<file path="src/rtl/bsg_tdm_pkg.sv">
// Shared types and sizing helpers for the TDM slot scheduler.
package bsg_tdm_pkg;

  typedef enum logic [0:0] {
    eRUN  = 1'b0,
    eTURN = 1'b1
  } tdm_state_e;

  // Width of the per-slot cycle counter; never narrower than one bit.
  function automatic int tdm_cnt_width(input int slot_len);
    return (slot_len > 1) ? $clog2(slot_len) : 1;
  endfunction

endpackage

</file>
<file path="src/rtl/bsg_counter_clear_up_one_hot.sv">
// One-hot rotating pointer: clear reloads the init bit, up rotates left with wrap.
module bsg_counter_clear_up_one_hot #(
  parameter int max_val_p  = 3,
  parameter int init_val_p = 0
) (
  input  logic               clk_i,
  input  logic               reset_i,
  input  logic               clear_i,
  input  logic               up_i,
  output logic [max_val_p:0] count_r_o
);

  localparam int width_lp = max_val_p + 1;
  localparam logic [width_lp-1:0] init_lp = width_lp'(1) << init_val_p;

  logic [width_lp-1:0] count_q, count_d;

  always_comb begin
    // NOTE: next-state gets a default first so no path leaves it unassigned (no latch).
    count_d = count_q;
    if (clear_i)
      count_d = init_lp;
    else if (up_i)
      count_d = {count_q[width_lp-2:0], count_q[width_lp-1]};
  end

  always_ff @(posedge clk_i) begin
    // NOTE: sequential state uses non-blocking assignment so all flops update together.
    if (reset_i)
      count_q <= init_lp;
    else
      count_q <= count_d;
  end

  assign count_r_o = count_q;

endmodule

</file>
<file path="src/rtl/bsg_tdm_slot_scheduler.sv">
// Rotating TDM scheduler sharing one valid/ready channel among els_p requesters.
module bsg_tdm_slot_scheduler
  import bsg_tdm_pkg::*;
#(
  parameter int els_p        = 8,
  parameter int slot_len_p   = 4,
  parameter int skip_idle_p  = 1,
  parameter int turnaround_p = 0
) (
  input  logic             clk_i,
  input  logic             reset_i,
  input  logic             resync_i,
  input  logic [els_p-1:0] reqs_i,
  input  logic             last_i,
  input  logic             ready_i,
  output logic [els_p-1:0] grants_o,
  output logic             v_o,
  output logic [els_p-1:0] slot_o,
  output logic             slot_end_o
);

  localparam int cnt_w_lp = tdm_cnt_width(slot_len_p);
  localparam logic [cnt_w_lp-1:0] last_cnt_lp = cnt_w_lp'(slot_len_p - 1);
  localparam logic skip_lp = (skip_idle_p != 0);
  localparam tdm_state_e after_end_lp = (turnaround_p != 0) ? eTURN : eRUN;

  tdm_state_e          state_q, state_d;
  logic [cnt_w_lp-1:0] cnt_q, cnt_d;
  logic                run, owner_req, accept, slot_end;

  bsg_counter_clear_up_one_hot #(
    .max_val_p (els_p - 1),
    .init_val_p(0)
  ) slot_ptr (
    .clk_i    (clk_i),
    .reset_i  (reset_i),
    .clear_i  (resync_i),
    .up_i     (slot_end),
    .count_r_o(slot_o)
  );

  // A resync cycle behaves like a dead cycle: no grant, no slot end.
  assign run       = (state_q == eRUN) & ~resync_i;
  assign owner_req = |(slot_o & reqs_i);
  assign grants_o  = run ? (slot_o & reqs_i) : '0;
  assign v_o       = |grants_o;
  assign accept    = v_o & ready_i;
  assign slot_end  = run & ((cnt_q == last_cnt_lp)
                          | (accept & last_i)
                          | (skip_lp & ~owner_req));
  assign slot_end_o = slot_end;

  always_comb begin
    state_d = state_q;
    cnt_d   = cnt_q;
    if (resync_i) begin
      state_d = eRUN;
      cnt_d   = '0;
    end else begin
      unique case (state_q)
        eRUN: begin
          if (slot_end) begin
            state_d = after_end_lp;
            cnt_d   = '0;
          end else begin
            cnt_d = cnt_q + cnt_w_lp'(1);
          end
        end
        eTURN:   state_d = eRUN;
        default: state_d = eRUN;
      endcase
    end
  end

  always_ff @(posedge clk_i) begin
    if (reset_i) begin
      state_q <= eRUN;
      cnt_q   <= '0;
    end else begin
      state_q <= state_d;
      cnt_q   <= cnt_d;
    end
  end

endmodule

</file>
<file path="config.mk">
export PLATFORM = sky130hd
export DESIGN_NAME = bsg_tdm_slot_scheduler
export DESIGN_NICKNAME = d
export VERILOG_FILES = /design/src/rtl/bsg_tdm_pkg.sv /design/src/rtl/bsg_counter_clear_up_one_hot.sv /design/src/rtl/bsg_tdm_slot_scheduler.sv
export SDC_FILE = /design/constraint.sdc
export NUM_CORES = 1
export LEC_CHECK = 0
export CORE_UTILIZATION = 36
export CTS_BUF_LIST = sky130_fd_sc_hd__clkbuf_4 sky130_fd_sc_hd__clkbuf_8
export CTS_CLUSTER_SIZE = 20
export DETAILED_ROUTE_END_ITERATION = 6
export MAX_ROUTING_LAYER = met4
export PLACE_DENSITY = 0.9
export SLEW_MARGIN = 20
export SYNTH_ARGS = -nofsm -noshare
export SYNTH_HDL_FRONTEND = slang
export SYNTH_SLANG_ARGS = --single-unit
</file>
<file path="constraint.sdc">
create_clock -name clk_i -period 2 [get_ports clk_i]
set_input_delay 0.4 -clock clk_i [delete_from_list [all_inputs] [get_ports clk_i]]
set_output_delay 0.4 -clock clk_i [all_outputs]
set_load 0.01 [all_outputs]
</file>
==> summary.txt <==
Dominant synthesized flop cell: dfxtp_1
Yosys reg bits: 10
Reg clk slew, reported paths: 0.06 ns
Distinct cells, synth: 13
Final Hold Vio Count: 0
Sequential Power Share: 46.4%
Vias in the first global route: 590
Internal power: 332 uW
Clock Skews: 0.00552 ns
Number of synthesized flops with an enable pin: 0
Total core area: 0.00119 sq mm
Number of placement rows: 12
Crit start category: input pin
Hold path start: cnt_q[0]$_SDFF_PP0_
Avg WL per Cell: 13.4 microns
Hold buffer count at cts: 0
Clock Path Buffers: 2
Fin Setup TNS: -0.181 ns
Tightest Pin Transition: 0.198 ns
Worst Path Max Fanout: 2
R2r setup slk: 0.56 ns
Clk root buf: clkbuf_4
RSZ-0062 raised after global routing: yes
Failing checks: negative setup slack
Avg Cell Area, Syn: 8.09 sq um
Synthesis-to-layout area growth: 97.7%
GR Util All Layers: 27.2%
Combinational share of power: 22.7%
Crit path capture type: primary output
Pwr Total: 448 uW
IO Count: 31
Detailed-route via count: 650
Tightest Hold Check Type: register to register
LEAKAGE: 0.453 nW
Status: complete, but fails checks
Slew HR: 86.7%
Sw Share: 25.9%
Crit share post-route: 109%
Reg2Reg Launch Point: slot_ptr.count_r_o[4]$_SDFFE_PP0P_
R2r endpoint: slot_ptr.count_r_o[7]$_SDFFE_PP0P_
DR pass1 iterations: 4
Cells after Synth: 60
Worst slack at placement: -0.915 ns
First-pass GRT wire length: 2640 microns
Hold path endpoint: cnt_q[0]$_SDFF_PP0_
Routed wire length: 1650 microns
Critical path class: input pin to primary output
Async set-reset flop share out of synthesis: 0%
DIE AREA: 0.00150 sq mm
Worst VDD drop: 488 uV
Synthesized cell area: 485 sq um
Arr. time, crit path: 1.78 ns
DRC Markers: 0
Final setup viols: 1
Overflow after GRT: 0
Vias/cell: 5.28
Largest net degree at the start of global routing: 11
Later-pin clock latency in the skew report: 0.26 ns
Slew Limit Fails: 0
Layout cells sized above 1: 28.4%
Final antenna-violating net count: 0
Fillers: 81
Initial Utilization: 40.9%
Register area share after synthesis: 41.2%
I/O Buffers: 30
Initial DRC Count: 14
Hold Crit Depth: 1
Clk pwr share: 30.8%
Nets@finish: 125
H-Tree Depth: 1
Psw: 116 uW
Post-route worst setup slack: -0.181 ns
Dpl hpwl: 1220 microns
Diode count: 0
Die W: 38.7 microns
R2R depth: 7
Worst EP required: 1.60 ns
Sink Count: 10
CTS tree: done
Post-Syn Nets: 74
MaxCap Viol Count: 0
Fin crit period: 2.18 ns
Antenna violations before repair: 0
Fin Hold WS: 0.446 ns
Die height: 38.7 microns
PwrDens: 467 mW/mm^2
Maximum clock frequency: 458 MHz
Synth warn: 0
Total CTS buffers: 3
GP Congestion: 0.835
-- through the flow --
step	cells	utilization, %	area [sq um]
floorplan	60	-	485
global placement	119	78.6	932
detailed placement	119	78.6	932
CTS	123	80.8	958
global route	123	80.9	960
finish	123	80.9	960
-- repair_timing --
item	in CTS	in global routing
endpoints found under the setup margin	10	2
pin swaps	6	1
resized for setup	27	3
buffers inserted	1	0
-- registers in the layout, summed over array words and instances (netlist names) --
name                flops
cnt_q                   2
slot_ptr.count_r_o      8
-- worst max-delay path, cell delays in order --
cell             delay [ns]
clkdlybuf4s15_2        0.19
nand2_1                0.06
nor2_1                 0.04
or4_1                  0.52
or4_1                  0.41
buf_2                  0.16
-- routing by layer --
metal,GRT usage [%],share of wire [%],vias up
met4,12.9,1.9,0
met2,44.6,48,38
met3,6.36,7.5,6
li1,-,-,313
met1,31.1,43,293
met5,-,0,-
-- synthesized netlist by cell type (2+ instances only) --
cell	n	share of area, %
dfxtp_1	10	41
nor2_1	9	7.0
nor3_1	2	2.1
nand2_1	17	13
a21oi_1	3	3.1
mux2i_1	8	16
a22oi_1	4	6.2
or4_1	2	3.1
-- power by group through the flow --
| stage | Sequential [mW] | Clock [mW] | Combinational [mW] |
|---|---|---|---|
| 2_1_floorplan | 0.214 | 0 | 0.0339 |
| 3_3_place_gp | 0.213 | 0 | 0.101 |
| 3_5_place_dp | 0.213 | 0 | 0.103 |
| 4_1_cts | 0.208 | 0.139 | 0.101 |
| 5_1_grt | 0.209 | 0.149 | 0.109 |
| 6_report | 0.208 | 0.138 | 0.102 |
-- placed cells by master, fill, tap and decap left out, types with 3 or more instances in the layout --
cell type        instances
nor2_2                   3
buf_4                   16
clkdlybuf4s50_1         19
nor2_1                   6
a21oi_1                  3
nand2_1                 16
clkbuf_4                 3
dfxtp_1                  9
dlygate4sd2_1            5
mux2i_1                  8
a22oi_1                  3
-- how the worst max path moves through the flow --
stage / to / from / slack (ns) / cells after the start
5_1_grt: v_o / slot_ptr.count_r_o[7]$_SDFFE_PP0P_ / -0.22 / 5
3_3_place_gp: v_o / resync_i / -0.85 / 5
2_1_floorplan: v_o / reqs_i[5] / 0.07 / 4
6_report: v_o / reqs_i[5] / -0.18 / 6
4_1_cts: v_o / slot_ptr.count_r_o[7]$_SDFFE_PP0P_ / -0.17 / 5
3_5_place_dp: v_o / resync_i / -0.92 / 5
-- cells by family (layout without fill, tap and decap cells) --
kind of cell / Yosys count / after routing / synth area share [%]
simple gates: 33 / 33 / 29.6
flops: 10 / 10 / 41.2
mux: 8 / 8 / 16.5
compound gates: 7 / 7 / 9.28
fa+ha+maj: 1 / 1 / 2.58
buf+inv: 1 / 50 / 0.772
-- final cells by class --
class                      count  area [sq um]  area share [%]
clock buffer                   3          22.5            2.35
sequential                    10           201            21.0
multi-input combinational     49           297            30.9
timing repair buffer          47           422            43.9
tap                           14          17.5            1.83
Power figures use the tool's default switching activity.
